## config.mk

```make
export PLATFORM = sky130hd
export DESIGN_NAME = obi_rr_arbiter
export DESIGN_NICKNAME = d
export VERILOG_FILES = /design/src/rtl/obi_rr_arbiter.sv
export SDC_FILE = /design/constraint.sdc
export NUM_CORES = 1
export LEC_CHECK = 0
export ABC_AREA = 1
export CAP_MARGIN = 20
export CORE_AREA = 4 4 108 110
export CTS_CLUSTER_SIZE = 8
export DETAILED_ROUTE_END_ITERATION = 10
export DIE_AREA = 0 0 112 114
export PLACE_DENSITY_LB_ADDON = 0.2
export SYNTH_ARGS = -nofsm -noshare
export SYNTH_HDL_FRONTEND = slang
export SYNTH_SLANG_ARGS = --single-unit
```

## constraint.sdc

```tcl
create_clock -name clk_i -period 2.2 [get_ports clk_i]
set_clock_uncertainty 0.1 [all_clocks]
set_input_delay 0.22 -clock clk_i [delete_from_list [all_inputs] [get_ports clk_i]]
set_output_delay 0.22 -clock clk_i [all_outputs]
set_load 0.03 [all_outputs]
```

## src/rtl/obi_rr_arbiter.sv

```systemverilog
// Round-robin N:1 OBI arbiter: shares one subordinate port among NumMgr managers and
// routes in-order responses back to their issuer through an ID FIFO.
module obi_rr_arbiter #(
    parameter int unsigned NumMgr    = 2,
    parameter int unsigned AddrWidth = 32,
    parameter int unsigned DataWidth = 32,
    parameter int unsigned MaxTrans  = 2
) (
    input  logic                          clk_i,
    input  logic                          rst_ni,
    input  logic [NumMgr-1:0]             mgr_req_i,
    output logic [NumMgr-1:0]             mgr_gnt_o,
    input  logic [NumMgr*AddrWidth-1:0]   mgr_addr_i,
    input  logic [NumMgr-1:0]             mgr_we_i,
    input  logic [NumMgr*DataWidth/8-1:0] mgr_be_i,
    input  logic [NumMgr*DataWidth-1:0]   mgr_wdata_i,
    output logic [NumMgr-1:0]             mgr_rvalid_o,
    output logic [DataWidth-1:0]          mgr_rdata_o,
    output logic                          mgr_err_o,
    output logic                          sbr_req_o,
    input  logic                          sbr_gnt_i,
    output logic [AddrWidth-1:0]          sbr_addr_o,
    output logic                          sbr_we_o,
    output logic [DataWidth/8-1:0]        sbr_be_o,
    output logic [DataWidth-1:0]          sbr_wdata_o,
    input  logic                          sbr_rvalid_i,
    input  logic [DataWidth-1:0]          sbr_rdata_i,
    input  logic                          sbr_err_i,
    output logic                          busy_o,
    output logic                          spurious_rsp_o
);
    localparam int unsigned BeWidth = DataWidth / 8;
    localparam int unsigned IdxW    = (NumMgr > 1) ? $clog2(NumMgr) : 1;
    localparam int unsigned PtrW    = (MaxTrans > 1) ? $clog2(MaxTrans) : 1;
    localparam int unsigned CntW    = $clog2(MaxTrans + 1);

    logic [AddrWidth-1:0] addr_arr  [NumMgr];
    logic [BeWidth-1:0]   be_arr    [NumMgr];
    logic [DataWidth-1:0] wdata_arr [NumMgr];

    for (genvar gi = 0; gi < NumMgr; gi++) begin : g_unpack
        assign addr_arr[gi]  = mgr_addr_i[gi*AddrWidth +: AddrWidth];
        assign be_arr[gi]    = mgr_be_i[gi*BeWidth +: BeWidth];
        assign wdata_arr[gi] = mgr_wdata_i[gi*DataWidth +: DataWidth];
    end

    logic [IdxW-1:0] rr_ptr_q, rr_ptr_d;
    logic            lock_q, lock_d;
    logic [IdxW-1:0] locked_idx_q, locked_idx_d;
    logic [CntW-1:0] count_q, count_d;
    logic [PtrW-1:0] wr_ptr_q, wr_ptr_d;
    logic [PtrW-1:0] rd_ptr_q, rd_ptr_d;
    logic            spurious_q, spurious_d;
    logic [IdxW-1:0] fifo_q [MaxTrans];

    logic [IdxW-1:0] rr_winner, winner, sel;
    logic            rr_found;
    int unsigned     cand;
    logic            handshake, pop;

    function automatic logic [PtrW-1:0] ptr_inc(input logic [PtrW-1:0] p);
        return (p == PtrW'(MaxTrans - 1)) ? '0 : p + 1'b1;
    endfunction

    // First requester at or after rr_ptr, wrapping around.
    always_comb begin
        rr_winner = '0;
        rr_found  = 1'b0;
        cand      = 0;
        for (int unsigned k = 0; k < NumMgr; k++) begin
            cand = 32'(rr_ptr_q) + k;
            if (cand >= NumMgr) begin
                cand = cand - NumMgr;
            end
            if (!rr_found && mgr_req_i[cand[IdxW-1:0]]) begin
                rr_winner = cand[IdxW-1:0];
                rr_found  = 1'b1;
            end
        end
    end

    assign winner    = lock_q ? locked_idx_q : rr_winner;
    // Full is judged on the registered count so rvalid never feeds the request path.
    assign sbr_req_o = rst_ni & ((|mgr_req_i) | lock_q) & (count_q < CntW'(MaxTrans));
    assign sel       = sbr_req_o ? winner : '0;
    assign handshake = sbr_req_o & sbr_gnt_i;
    assign pop       = sbr_rvalid_i & (count_q != '0) & rst_ni;

    assign sbr_addr_o  = addr_arr[sel];
    assign sbr_we_o    = mgr_we_i[sel];
    assign sbr_be_o    = be_arr[sel];
    assign sbr_wdata_o = wdata_arr[sel];

    assign mgr_rdata_o    = sbr_rdata_i;
    assign mgr_err_o      = sbr_err_i;
    assign busy_o         = (count_q != '0);
    assign spurious_rsp_o = spurious_q;

    always_comb begin
        mgr_gnt_o    = '0;
        mgr_rvalid_o = '0;
        if (handshake) begin
            mgr_gnt_o[winner] = 1'b1;
        end
        if (pop) begin
            mgr_rvalid_o[fifo_q[rd_ptr_q]] = 1'b1;
        end
    end

    always_comb begin
        rr_ptr_d     = rr_ptr_q;
        lock_d       = lock_q;
        locked_idx_d = locked_idx_q;
        count_d      = count_q;
        wr_ptr_d     = wr_ptr_q;
        rd_ptr_d     = rd_ptr_q;
        spurious_d   = spurious_q;
        if (handshake) begin
            rr_ptr_d = (winner == IdxW'(NumMgr - 1)) ? '0 : winner + 1'b1;
            lock_d   = 1'b0;
            wr_ptr_d = ptr_inc(wr_ptr_q);
        end else if (sbr_req_o) begin
            // Hold the stalled selection so the downstream request stays stable.
            lock_d       = 1'b1;
            locked_idx_d = winner;
        end
        if (pop) begin
            rd_ptr_d = ptr_inc(rd_ptr_q);
        end
        case ({handshake, pop})
            2'b10:   count_d = count_q + 1'b1;
            2'b01:   count_d = count_q - 1'b1;
            default: count_d = count_q;
        endcase
        if (sbr_rvalid_i && (count_q == '0)) begin
            spurious_d = 1'b1;
        end
    end

    always_ff @(posedge clk_i or negedge rst_ni) begin
        if (!rst_ni) begin
            rr_ptr_q     <= '0;
            lock_q       <= 1'b0;
            locked_idx_q <= '0;
            count_q      <= '0;
            wr_ptr_q     <= '0;
            rd_ptr_q     <= '0;
            spurious_q   <= 1'b0;
        end else begin
            rr_ptr_q     <= rr_ptr_d;
            lock_q       <= lock_d;
            locked_idx_q <= locked_idx_d;
            count_q      <= count_d;
            wr_ptr_q     <= wr_ptr_d;
            rd_ptr_q     <= rd_ptr_d;
            spurious_q   <= spurious_d;
        end
    end

    // Entries are only read while count>0, so the storage needs no reset.
    always_ff @(posedge clk_i) begin
        if (handshake) begin
            fifo_q[wr_ptr_q] <= winner;
        end
    end

endmodule
```

* Yosys cells after proc, flatten, opt, wreduce, memory -nomap -nowiden
Memory sizes are Yosys's and may differ from the RTL's.
Index checks and enable logic that the tools add are counted.
** Storage, ports and cells
- Bits in latches :: 0
- Bits in read-only memories :: 0
- Word-level logic and storage cells :: 84
- Memories kept :: 1
- Output and inout port bits :: 109
- RAM bits :: 2
- Register bits after elaboration :: 8
- Input port bits :: 177
** Cells by class
- Magnitude comparators :: 11
- Div/mod/pow operators :: 0
- Shift-type cells :: 0
- Muxes and demuxes :: 36
- Reductions and logical operators :: 11
- Add/sub/neg operators :: 8
- Bitwise logic cells :: 8
- $mul :: 0
- Equality and inequality tests :: 2
** Memories
- fifo_q :: depth 2, width 1, rd ports 1, clocked after memory_dff 0, wr ports 1, line 54 : logic [IdxW-1:0] fifo_q [MaxTrans];
** Operators by type and width (number)
- 2-to-1 mux 32 bit :: 6
- 2-to-1 mux 1 bit :: 22
- 2-to-1 mux 4 bit :: 3
- less-than comparator 1 x 2 -> 1 bit, second input constant :: 5
- nonzero test 2 bit :: 3
- bitwise AND 1 bit :: 5
- greater-or-equal comparator 2 bit, second input constant :: 2
- logical AND 1 bit :: 4
- 2-to-1 mux 2 bit :: 2
- case mux 2 bit (2 select lines) :: 1
- adder 1 bit, second input constant :: 3
- adder 1 x 1 -> 2 bit, second input constant :: 1
- adder 2 x 1 -> 2 bit, second input constant :: 1
- demux 1 bit (select 1 bit) :: 2
- == test 2 x 1 -> 1 bit, second input constant :: 1
- == test 2 bit, second input constant :: 1
- greater-or-equal comparator 1 bit, second input constant :: 2
- greater-or-equal comparator 1 x 2 -> 1 bit, second input constant :: 1
- zero test 2 bit :: 1
- less-than comparator 2 bit, second input constant :: 1
- NOT 1 -> 2 bit :: 1
- AND reduction 2 bit :: 1
- OR reduction 2 bit :: 1
- subtractor 1 bit, second input constant :: 2
- other kinds (4) :: 4

* Longest topological paths before layout
Gate-level depths: netlist of run 1.
- Word-level depth :: 14
- Mapped depth :: 8
- Mapped depth without buffers :: 8

* Least setup slack after synthesis of run 1
Ideal clock, no wire load.
- Path type :: reg-to-output
- Start point :: reg count_q[1]
- End point :: out mgr_gnt_o[1]
- Data required time :: 1.880 ns
- Slack :: 0.447 ns
- Path buffers :: 1
- Arrival time :: 1.433 ns
- Cell stages (with the launch flop) :: 7
- Path through :: dfrtp_1 inv_2 nand2_1 a21oi_4 nand2_1 buf_2 nor2_1
** On the way
- Word-level cells in the longest chain between the ends :: 4
** Ends and longest elaborated chain
- start, declared :: line 50 : logic [CntW-1:0] count_q, count_d;
- start signal, assigned :: line 153 : count_q <= count_d;
- less-than comparator 2 bit :: line 84 : assign sbr_req_o = rst_ni & ((|mgr_req_i) | lock_q) & (count_q < CntW'(MaxTrans));
- bitwise AND 1 bit :: line 84
- bitwise AND 1 bit :: line 86 : assign handshake = sbr_req_o & sbr_gnt_i;
- 2-to-1 mux 2 bit :: line 102 : if (handshake) begin
- end, declared :: line 12 : output logic [NumMgr-1:0] mgr_gnt_o,
Every way passes these cells.

* Worst setup path in the final report of run 1
- Start point :: in rst_ni
- End point :: out sbr_wdata_o[12]
** On the way
- Word-level cells in the longest chain between the ends :: 7
** Ends and longest elaborated chain
- start, declared :: line 10 : input logic rst_ni,
- bitwise AND 1 bit (2 in series) :: line 84
- 2-to-1 mux 1 bit :: line 85 : assign sel = sbr_req_o ? winner : '0;
- NOT 1 -> 2 bit (not written as such) :: line 92 : assign sbr_wdata_o = wdata_arr[sel];
- 2-to-1 mux 32 bit (not written as such) (3 in series) :: line 92
- end, declared :: line 25 : output logic [DataWidth-1:0] sbr_wdata_o,
Every way passes these cells. The select of a mux whose other input is x is not followed.

==> out/qor.txt, run 1 <==
clock root buffer: clkbuf_8
xor/xnor share of the synthesized area: 1.53%
Vias per Instance: 4.21
startpoint types: input port
Synth area leaders: nand2_1 (33%), nand3_1 (22%), buf_4 (14%)
Hold Violations, Final: 0
most common cell in the synthesized netlist: nand2_1
Synth Area in Compound Gates: 2.33%
synth warn: 0
routed vias: 2,674
pre-CTS setup slack: 0.205 ns
Post-synth top flop: dfrtp_1
post-synthesis mux area share: 0.582%
most used cell, CP: nand2_1
DP Area: 3750 um^2
Achievable Freq: 505 MHz
register area share after synthesis: 15.1%
Syn Inst Count: 319
Leak: 1.88 nW
Post-Syn Area per Cell: 5.39 um^2
# H-tree levels: 1
largest family of logic cells by synthesized area: simple AND/OR/NAND/NOR gates
Nets: 674
number of flops mapped to enable cells by yosys: 2
initial antenna violation count: 0
max-slew violation count: 0
largest net degree at the start of global routing: 41
RR Endpoint: count_q[1]
CTS max path bufs: 2
adder-cell area share of the yosys netlist: 0.727%
Routed WL: 8.42 mm
FF-to-FF path depth: 8
core area: 10,700 um^2
# resized after CTS: 0
cell area after layout: 3790 um^2
Die X: 112 um
Critical path origin: rst_ni
CP arrival: 1.66 ns
Post-synth ARST share: 80.0%
CP max FO: 35
Rel. slew slack: 79.3%
status: complete, no violations
DP Wirelength: 6.95 mm
count of hold-fix buffers inserted at cts: 0
IO Count: 286
WL/cell: 13.3 um
grt total ovfl: 0
multi-input logic area: 1070 um^2
Peak VDD IR: 357 uV
Placer Congestion: 0.855
fin crit period: 1.98 ns
CTS tree: done
area grow syn2layout: 120%
Rows: 38
sequential cell area: 260 um^2
first-pass GRT wire length: 12.8 mm
slowest CP cell: clkdlybuf4s50_1
Simple-Gate Fraction of Synth Area: 56.7%
#FFs+latches synth: 10
die area: 12,800 um^2
max cap viols: 0
RSZ-0062 raised after global routing: false
Post-Synthesis Net Count: 497
Clock Sinks: 10
Worst Hold Class: input port to async pin
Cell Area, Synth: 1720 um^2
share of the synthesized area in the top cell type: 33.2%
Cell Chain, Critical Path: clkdlybuf4s50_1, nand2_1, a21oi_4, nand2_2, buf_12, nand2_1, nand2_1, buf_4
DRC Markers: 0
initial core utilization: 16.1%
CP endpoint kind: output pin
Final ANT Viol Nets: 0
fill count: 1,126
layout cell share with drive strength beyond 1: 18.6%
Slew @ Worst Pin: 0.310 ns
number of iterations in the first detailed-routing pass: 4
slowest cell delay on critical path: 0.48 ns
Setup CP Type: input port to output pin
CTS buffer count: 3
clk slew on worst S/H paths: 0.05 ns
CP Capture Point: sbr_wdata_o[12]
drt initial violations: 101
GRT Resource Usage Total: 11.9%
Sum Neg Setup Slack: 0 ns
FF-to-FF setup slack: 0.55 ns
Tcrit/Tclk final: 90.1%
pwr dens: 695 nW/um^2
setup violators final: 0
Pwr Total: 2.64 mW
Post-CTS Setup Repair Bufs: 0
Die Ht: 114 um
PnR worst setup slack: 0.219 ns
number of port buffers: 219
Crit Reg-Reg Startpoint: count_q[1]
worst skew pair latency: 0.23 ns
Req. time, crit path: 1.88 ns
Diodes inserted: 0
Yosys cell types: 19
Post-synth top cells: nand2_1 (152), nand3_1 (74), buf_4 (33), buf_2 (22)
Synth area leader: nand2_1
vias in the first global route: 2,669
-- registers in the layout, summed over array words and instances, names as in the netlist --
register,cells
count_q,2
fifo_q,2
lock_q,1
locked_idx_q,1
rd_ptr_q,1
rr_ptr_q,1
spurious_rsp_o,1
wr_ptr_q,1
-- power breakdown --
part / internal, mW / total [mW] / leakage (nW) / switching, mW
Clock: 0.122 / 0.190 / 0.0231 / 0.0677
Sequential: 0.263 / 0.309 / 0.112 / 0.0459
Combinational: 0.879 / 2.14 / 1.74 / 1.26
-- cells in the final DEF, fill, tap and decap left out, drive strengths merged, types with 3 or more instances in the layout --
master and instances:
nand2 152, clkdlybuf4s50 145, buf 82, nand3 74, inv 10, dfrtp 8, nor2 6, clkbuf 3
-- logic make-up after synthesis --
family,after synthesis
buffers and inverters,65
adder cells (fa/ha/maj),1
multiplexers,1
XOR/XNOR,3
flip-flops,10
AND/OR/NAND/NOR,234
AO/OA/AOI/OAI,5
-- through the flow --
stage | hold WS (ns) | utilization (%) | std cells
final | 0.208 | 35.5 | 635
after global routing | 0.236 | 35.5 | 635
after detailed placement | 0.340 | 35.0 | 631
after CTS | 0.207 | 35.5 | 635
after global placement | 0.340 | 35.0 | 631
after floorplan | -0.176 | - | 319
-- layout make-up --
class / instances / area share (%)
clock inverters: 1 / 0.0990
inverters: 10 / 0.990
clock buffers: 3 / 1.09
well taps: 140 / 4.62
multi-input cells: 244 / 28.2
flip-flops and latches: 10 / 6.86
repair buffers: 227 / 58.1
-- per-layer routing --
| metal | global-route usage, % | routed length, um |
|---|---|---|
| met5 | 0 | 0 |
| met4 | 3.29 | 141 |
| met3 | 3.77 | 980 |
| met2 | 22.7 | 4230 |
| met1 | 12.7 | 3070 |
-- worst min path at each step --
stage,start,endpoint,cells after the start
after floorplan,rst_ni,count_q[0],0
after global placement,sbr_rdata_i[24],mgr_rdata_o[24],0
after detailed placement,sbr_rdata_i[24],mgr_rdata_o[24],0
after CTS,rst_ni,wr_ptr_q,2
after global routing,rst_ni,spurious_rsp_o,2
final,rst_ni,wr_ptr_q,2
-- critical path, delay by kind of cell --
| kind | cells | cell delay (ns) |
|---|---|---|
| buf+inv | 3 | 0.83 |
| compound gates | 1 | 0.22 |
| simple gates | 4 | 0.37 |
Note: power is estimated with default switching activity, not from simulation.
==> run 2, diff against run 1 <==
--- a/config.mk
+++ b/config.mk
@@ -15,3 +15,4 @@
 export SYNTH_ARGS = -nofsm -noshare
 export SYNTH_HDL_FRONTEND = slang
 export SYNTH_SLANG_ARGS = --single-unit
+export TNS_END_PERCENT = 10
==> results of run 2 <==
The final DEF is identical to that of run 1; final timing and power are the same.
==> run 3, diff against run 2 <==
--- a/config.mk
+++ b/config.mk
@@ -12,7 +12,8 @@
 export DETAILED_ROUTE_END_ITERATION = 10
 export DIE_AREA = 0 0 112 114
 export PLACE_DENSITY_LB_ADDON = 0.2
+export REMOVE_ABC_BUFFERS = 1
 export SYNTH_ARGS = -nofsm -noshare
 export SYNTH_HDL_FRONTEND = slang
 export SYNTH_SLANG_ARGS = --single-unit
-export TNS_END_PERCENT = 10
+export TNS_END_PERCENT = 20
==> run 3 against run 2 <==
Combinational power up 2%. Die area unchanged. Via count up 0.60%. Global-route usage up 1.7 points. Maximum frequency down 2.7%. Register-to-register slack worse by 0.03 ns. Power up 1.4%.
==> out/qor.txt, run 3 (same netlist as run 1, synthesis figures left out) <==
Post-CTS Setup Repair Bufs: 0 (unchanged)
CP max FO: 40 (was 35)
CTS max path bufs: 2 (unchanged)
CP endpoint kind: output pin (unchanged)
max-slew violation count: 0 (unchanged)
clk slew on worst S/H paths: 0.05 ns (about the same)
sequential cell area: 260 um^2 (unchanged)
Vias per Instance: 4.22 (was 4.21)
Peak VDD IR: 390 uV (was 357 uV)
Diodes inserted: 0 (unchanged)
Core Util, Final: 36.1% (was 35.5%)
max cap viols: 0 (unchanged)
Tcrit/Tclk final: 92.5% (was 90.1%)
hold slack: 0.200 ns (was 0.208 ns)
Req. time, crit path: 1.88 ns (about the same)
Die Ht: 114 um (unchanged)
IO Count: 286 (unchanged)
fill count: 1,156 (was 1,126)
pwr dens: 693 nW/um^2 (was 695 nW/um^2)
first-pass GRT wire length: 14.0 mm (was 12.8 mm)
Slew @ Worst Pin: 0.306 ns (was 0.310 ns)
CTS tree: done (unchanged)
Final ANT Viol Nets: 0 (unchanged)
largest net degree at the start of global routing: 41 (unchanged)
Achievable Freq: 491 MHz (was 505 MHz)
GRT Resource Usage Total: 13.6% (was 11.9%)
number of port buffers: 219 (unchanged)
multi-input logic area: 1070 um^2 (unchanged)
Hold Violations, Final: 0 (unchanged)
fin crit period: 2.04 ns (was 1.98 ns)
number of iterations in the first detailed-routing pass: 4 (unchanged)
layout cell share with drive strength beyond 1: 18.9% (was 18.6%)
Setup CP Type: input port to output pin (unchanged)
Nets: 676 (was 674)
WL/cell: 14.9 um (was 13.3 um)
Worst Hold Class: input port to async pin (unchanged)
leading cell type in the layout, fill and taps excluded: nand2_1 (unchanged)
# resized after CTS: 0 (unchanged)
Rel. slew slack: 79.5% (was 79.3%)
Die X: 112 um (unchanged)
Placer Congestion: 0.791 (was 0.855)
initial core utilization: 16.1% (unchanged)
routed vias: 2,690 (was 2,674)
cell count after placement: 633 (was 631)
pre-CTS setup slack: 0.139 ns (was 0.205 ns)
drt initial violations: 57 (was 101)
most frequent cells in the layout: nand2_1 (150), clkdlybuf4s50_1 (145), nand3_1 (74) (unchanged)
CP arrival: 1.72 ns (was 1.66 ns)
startpoint types: input port (unchanged)
Leak: 1.91 nW (was 1.88 nW)
DP Wirelength: 8.00 mm (was 6.95 mm)
setup violators final: 0 (unchanged)
status: complete, no violations (unchanged)
worst skew pair latency: 0.23 ns (about the same)
count of hold-fix buffers inserted at cts: 0 (unchanged)
# H-tree levels: 1 (unchanged)
RSZ-0062 raised after global routing: false (unchanged)
Clock Sinks: 10 (unchanged)
core area: 10,700 um^2 (unchanged)
Top Registers: count_q (2), fifo_q (2) (unchanged)
vias in the first global route: 2,786 (was 2,669)
die area: 12,800 um^2 (unchanged)
grt total ovfl: 0 (unchanged)
area grow syn2layout: 124% (was 120%)
clock root buffer: clkbuf_8 (unchanged)
PnR worst setup slack: 0.164 ns (was 0.219 ns)
DRC Markers: 0 (unchanged)
initial antenna violation count: 0 (unchanged)
Rows: 38 (unchanged)
Cell Count, Final, Fillers Out: 637 (was 635)
CTS buffer count: 3 (unchanged)
Pwr Total: 2.68 mW (was 2.64 mW)
Routed WL: 9.50 mm (was 8.42 mm)
run 3: path summary, 6_finish.rpt:
path | cells after the start | end | slack (ns) | from
max in group asynchronous | 2 | count_q[1] | 1.67 | rst_ni
setup reg to reg | 8 | count_q[1] | 0.52 | count_q[1]
hold / removal | 2 | spurious_rsp_o | 0.20 | rst_ni
setup / recovery | 8 | sbr_wdata_o[28] | 0.16 | rst_ni
min in group clk_i | 0 | mgr_rdata_o[8] | 0.34 | sbr_rdata_i[8]
hold reg to reg | 1 | spurious_rsp_o | 0.36 | spurious_rsp_o
run 3: layout make-up:
cell class | instances | area share [%]
sequential | 10 | 6.74
clock inverter | 1 | 0.0972
tap | 140 | 4.54
clock buffer | 3 | 1.07
timing repair buffer | 229 | 58.9
inverter | 10 | 0.972
multi-input combinational | 244 | 27.7
run 3: where the power goes:
group,switching [mW],internal (mW)
logic,1.27,0.910
registers,0.0454,0.263
clock network,0.0676,0.122
run 3: through the flow:
| step | instance area (um^2) | setup TNS [ns] |
|---|---|---|
| after floorplan | 1360 | -115.12 |
| after global placement | 3810 | 0 |
| after detailed placement | 3810 | 0 |
| after CTS | 3860 | 0 |
| after global routing | 3860 | 0 |
| final | 3860 | 0 |
run 3: per-layer routing:
| layer | track usage [%] | up-vias | routed length (um) |
|---|---|---|---|
| met2 | 23.3 | 178 | 4470 |
| li1 | - | 1333 | - |
| met5 | 4.31 | - | 58 |
| met1 | 13.5 | 1165 | 3300 |
| met4 | 2.48 | 2 | 147 |
| met3 | 9.60 | 12 | 1530 |
run 3: worst max-delay path: stages:
cell	delay (ns)
clkdlybuf4s50_1	0.48
nand2_1	0.12
a21oi_4	0.23
nand2_2	0.15
buf_12	0.20
nand2_1	0.08
nand2_1	0.08
buf_12	0.15
